<file path="src/rtl/gps_sample_packer.sv">
// gps_sample_packer: packs 2-bit I / 2-bit Q samples into bytes and buffers them in a FIFO
module gps_sample_packer #(
    parameter int FIFO_DEPTH = 8,
    parameter int LEVEL_W    = $clog2(FIFO_DEPTH) + 1
) (
    input  logic               MCU_CLK_25_000,
    input  logic               RESET_N,
    input  logic               DATAREADY,
    input  logic               GPS_I1,
    input  logic               GPS_I0,
    input  logic               GPS_Q1,
    input  logic               GPS_Q0,
    input  logic               CLEAR,
    output logic [7:0]         BYTE_OUT,
    output logic               BYTE_VALID,
    input  logic               BYTE_READY,
    output logic               OVERFLOW,
    output logic [LEVEL_W-1:0] LEVEL
);
    localparam int PTR_W = $clog2(FIFO_DEPTH);

    typedef enum logic {PH_HIGH, PH_LOW} ph_e;

    ph_e                ph_q, ph_d;
    logic [3:0]         hold_q, hold_d;
    logic [PTR_W-1:0]   wr_q, wr_d, rd_q, rd_d;
    logic [LEVEL_W-1:0] level_q, level_d;
    logic               ovf_q, ovf_d;
    logic [7:0]         mem_q [FIFO_DEPTH];

    logic [3:0] nibble;
    logic       full, pop, push_req, push;

    assign nibble     = {GPS_I1, GPS_I0, GPS_Q1, GPS_Q0};
    assign BYTE_VALID = level_q != '0;
    assign full       = level_q == LEVEL_W'(FIFO_DEPTH);
    assign pop        = BYTE_VALID && BYTE_READY;
    assign push_req   = DATAREADY && ph_q == PH_LOW;
    // a full FIFO still takes the byte when the head leaves on the same edge
    assign push       = push_req && (!full || pop);
    assign BYTE_OUT   = BYTE_VALID ? mem_q[rd_q] : 8'h00;
    assign OVERFLOW   = ovf_q;
    assign LEVEL      = level_q;

    // next-state: nibble phase, pointers, occupancy and sticky drop flag; CLEAR wins
    always_comb begin
        ph_d    = ph_q;
        hold_d  = hold_q;
        wr_d    = wr_q;
        rd_d    = rd_q;
        level_d = level_q;
        ovf_d   = ovf_q;
        if (CLEAR) begin
            ph_d    = PH_HIGH;
            hold_d  = '0;
            wr_d    = '0;
            rd_d    = '0;
            level_d = '0;
            ovf_d   = 1'b0;
        end else begin
            if (DATAREADY) begin
                ph_d   = ph_q == PH_HIGH ? PH_LOW : PH_HIGH;
                hold_d = ph_q == PH_HIGH ? nibble : hold_q;
            end
            wr_d    = push ? wr_q + 1'b1 : wr_q;
            rd_d    = pop ? rd_q + 1'b1 : rd_q;
            level_d = level_q + LEVEL_W'(push) - LEVEL_W'(pop);
            ovf_d   = ovf_q | (push_req && full && !pop);
        end
    end

    // control state register
    always_ff @(posedge MCU_CLK_25_000 or negedge RESET_N) begin
        if (!RESET_N) begin
            ph_q    <= PH_HIGH;
            hold_q  <= '0;
            wr_q    <= '0;
            rd_q    <= '0;
            level_q <= '0;
            ovf_q   <= 1'b0;
        end else begin
            ph_q    <= ph_d;
            hold_q  <= hold_d;
            wr_q    <= wr_d;
            rd_q    <= rd_d;
            level_q <= level_d;
            ovf_q   <= ovf_d;
        end
    end

    // byte storage; contents are only visible through valid slots, so no reset
    always_ff @(posedge MCU_CLK_25_000) begin
        if (!CLEAR && push) mem_q[wr_q] <= {hold_q, nibble};
    end
endmodule

</file>
<file path="config.mk">
export PLATFORM = sky130hd
export DESIGN_NAME = gps_sample_packer
export DESIGN_NICKNAME = d
export VERILOG_FILES = /design/src/rtl/gps_sample_packer.sv
export SDC_FILE = /design/constraint.sdc
export NUM_CORES = 1
export LEC_CHECK = 0
export BUFFER_PORTS_ARGS = -buffer_cell sky130_fd_sc_hd__buf_2
export CAP_MARGIN = 5
export CELL_PAD_IN_SITES_DETAIL_PLACEMENT = 1
export CELL_PAD_IN_SITES_GLOBAL_PLACEMENT = 1
export CORE_MARGIN = 2
export CORE_UTILIZATION = 58
export CTS_BUF_LIST = sky130_fd_sc_hd__clkbuf_4 sky130_fd_sc_hd__clkbuf_8
export DETAILED_ROUTE_END_ITERATION = 7
export HOLD_SLACK_MARGIN = 0.06
export PLACE_DENSITY = 0.93
export SLEW_MARGIN = 20
export SYNTH_ARGS = -nofsm -noshare
export SYNTH_HDL_FRONTEND = slang
export SYNTH_SLANG_ARGS = --single-unit
</file>
<file path="constraint.sdc">
create_clock -name MCU_CLK_25_000 -period 3.79 [get_ports MCU_CLK_25_000]
set_clock_uncertainty 0.05 [all_clocks]
set_input_delay 0.758 -clock MCU_CLK_25_000 [delete_from_list [all_inputs] [get_ports MCU_CLK_25_000]]
set_output_delay 0.758 -clock MCU_CLK_25_000 [all_outputs]
set_load 0.1 [all_outputs]
</file>
==> flow_summary_export.csv <==
group,metric,value,unit
critical_path,worstSetupEndpointType,"output port",
synthesis,synth-simple-area-share,7.448,%
global_routing,use_met2,47.75,%
floorplanning,fp-row-count,27,
place,dpl.hpwl,4685,um
floorplanning,die_h,80.49,um
detailed_routing,avgRoutedWirePerCell,28.44,um
finish,layout_common_cells,"64 x edfxtp_1, 22 x buf_2, 16 x dfrtp_1",
synthesis,synth_top_cell_area_share,56.64,%
global_routing,grt_use_met1,35.08,%
clocking,clockRootBuffer,"clkbuf_8",
floorplanning,core,5574,um2
power,power_density,793.5,nW/um2
synthesis,yosys-top-cells-area,"edfxtp_1 57%, dfrtp_1 12%, mux4_1 6.2%",
critical_path,worst-r2r-setup-slack,0.93,ns
timing,period_minus_slack,3.571,ns
global_routing,grt_max_degree,22,
timing,worst_slack,0.2188,ns
timing,setup_tns,0,ns
critical_path,r2r_end,"LEVEL[3]$_DFF_PN0_",
timing,tightestPinTransition,1.034,ns
worst_hold_path,min_path_type,"in -> async",
synthesis,ys_seq_elements,80,
synthesis,synth-edff-count,64,
finish,drive_gt1_share,29.03,%
finish,area_growth_syn_to_layout,12.46,%
synthesis,syn-num-nets,205,
synthesis,synth_xor_area_share,0.2581,%
clocking,cts_tree,"built",
clocking,hold_buffers,0,
global_routing,grt_antenna_before_repair,1,
clocking,cts.sinks,80,
critical_path,start_kind,"flip-flop",
clocking,numCtsBuffers,9,
finish,final_common_cell,"edfxtp_1",
critical_path,reg2regPathDepth,10,
global_routing,grt_overflow,0,
global_routing,grt_pass1_wl,12490,um
detailed_routing,drtAntennaViolNets,0,
synthesis,synth_cells,188,
clocking,worstSkewPairLatency,0.34,ns
detailed_routing,drt-pass1-iter-count,4,
synthesis,synth_area,3393,um2
detailed_routing,postRouteWirelength,8219,um
critical_path,criticalPathCategory,"reg -> out",
power,p_leak,1.452,nW
critical_path,crit_arrival,2.76,ns
clocking,cts_setup_buffers,0,
timing,slew_headroom,31.05,%
synthesis,synth_top_cell_by_area,"edfxtp_1",
critical_path,reg2reg_from,"LEVEL[2]$_DFF_PN0_",
detailed_routing,drcViolationCount,0,
synthesis,ys_types,35,
run,max-cap-violations,0,
status,status,"finished, final reports clean",
synthesis,synth_top_family_by_area,"multiplexers",
global_routing,track_usage,29.04,%
synthesis,synth_compound_area_share,4.019,%
place,port_buffers,22,
critical_path,required,2.98,ns
finish,antenna_cells,0,
timing,hold_violations,0,
timing,fin_crit_sh,94.23,%
floorplanning,start_util,60.88,%
synthesis,yosys_warnings,0,
detailed_routing,drtIter0Drc,114,
critical_path,crit_fanout,19,
synthesis,ys_async_sr_fraction,20.00,%
synthesis,synth_mux_area_share,14.31,%
clocking,htreeDepth,3,
floorplanning,fp.dieArea,6479,um2
floorplanning,die_width,80.49,um
synthesis,synth.avg_cell_area,18.05,um2
finish,fillCellCount,473,
place,place_worst_setup_slack,0.7304,ns
power,peakVddDrop,0.5087,mV
timing,finalSetupViolCount,0,
global_routing,grt.busiest_layer,"met2",
synthesis,synth_flop_cell,"edfxtp_1",
finish,finalNetCount,229,
synthesis,yosysSeqAreaShare,68.44,%
clocking,cts_max_path_buffers,2,
detailed_routing,num_vias,1860,
timing,clock.fmax,280.0,MHz
place,globalplace.congestion,0.7247,
timing,grt_setup_unrepaired,"false",
global_routing,gr-usage-met3,10.90,%
clocking,path_clk_slew,0.08,ns
detailed_routing,via_per_inst,6.436,
floorplanning,ios,23,
timing,slew_violations,0,
synthesis,synthAdderAreaFrac,3.171,%
clocking,post_cts_resize_count,0,
global_routing,first_global_vias,2057,
## cell usage after synthesis (all sizes together) (2+ instances only)
cell type and n:
and4b 3, mux2 4, ha 7, and4 2
o21ai 2, edfxtp 64, inv 5, mux2i 5
mux4 16, buf 5, nor2 11, a22o 8
nor3b 2, a21oi 6, nand2 2, clkbuf 4
dfrtp 16, nand3 4, nand2b 5, nor2b 7
## final cells by class
cell class / instances / area (um2) / area share [%]
Inverter: 5 / 18.77 / 0.4918
Multi-Input combinational cell: 94 / 1001 / 26.23
Sequential cell: 80 / 2322 / 60.85
Clock inverter: 5 / 128.9 / 3.377
Tap cell: 72 / 90.09 / 2.361
Timing Repair Buffer: 22 / 110.1 / 2.885
Clock buffer: 11 / 145.1 / 3.803
## worst max path at each step
stage,from,endpoint,slack [ns],cells after the start
5_1_grt,rd_q[0]$_DFFE_PN0P_,BYTE_OUT[0],0.08,3
6_report,rd_q[0]$_DFFE_PN0P_,BYTE_OUT[0],0.22,3
3_3_place_gp,rd_q[0]$_DFFE_PN0P_,BYTE_OUT[0],0.82,3
4_1_cts,rd_q[0]$_DFFE_PN0P_,BYTE_OUT[0],0.21,3
2_1_floorplan,LEVEL[2]$_DFF_PN0_,BYTE_OUT[0],0.12,7
3_5_place_dp,rd_q[0]$_DFFE_PN0P_,BYTE_OUT[1],0.73,3
## per-layer routing
layer | routed length, um | share of wire (%)
met5 | 13 | 0.16
met4 | 255 | 3.1
met3 | 652 | 7.9
met2 | 4155 | 51
met1 | 3142 | 38
## cells by family (layout without fill, tap and decap cells)
| family | after synthesis | after routing |
|---|---|---|
| DFF | 80 | 80 |
| and+or+nand+nor | 41 | 41 |
| muxes | 25 | 25 |
| AOI/OAI and AO/OA | 19 | 19 |
| buffers and inverters | 14 | 43 |
| adders and majority gates | 8 | 8 |
| xor gates and xnor gates | 1 | 1 |
## worst max-delay path: stages (launching register included)
cell,delay [ns]
dfrtp_1,1.03
mux4_1,0.79
a22o_2,0.30
buf_2,0.29
## state kept, by name, indices dropped and copies added, names as in the netlist
name      cells
rd_q          3
hold_q        4
OVERFLOW      1
wr_q          3
ph_q          1
LEVEL         4
mem_q        64
## where the power goes
group / internal [mW] / switching (mW) / total (mW)
clock network: 0.531 / 0.311 / 0.842
logic: 0.285 / 0.838 / 1.12
registers: 0.982 / 0.0813 / 1.06
## stage by stage
step | total power, mW | instance area [um2] | utilization, % | hold slack [ns] | cells
after global routing | 3.120 | 3816 | 68.46 | 0.2885 | 289
after floorplan | 2.010 | 3403 | - | 0.4124 | 188
after detailed placement | 2.181 | 3542 | 63.55 | 0.4624 | 273
after CTS | 3.030 | 3816 | 68.46 | 0.2807 | 289
after global placement | 2.127 | 3542 | 63.55 | 0.4292 | 273
final | 3.028 | 3816 | 68.46 | 0.2715 | 289
Note: power is estimated with default switching activity, not from simulation.
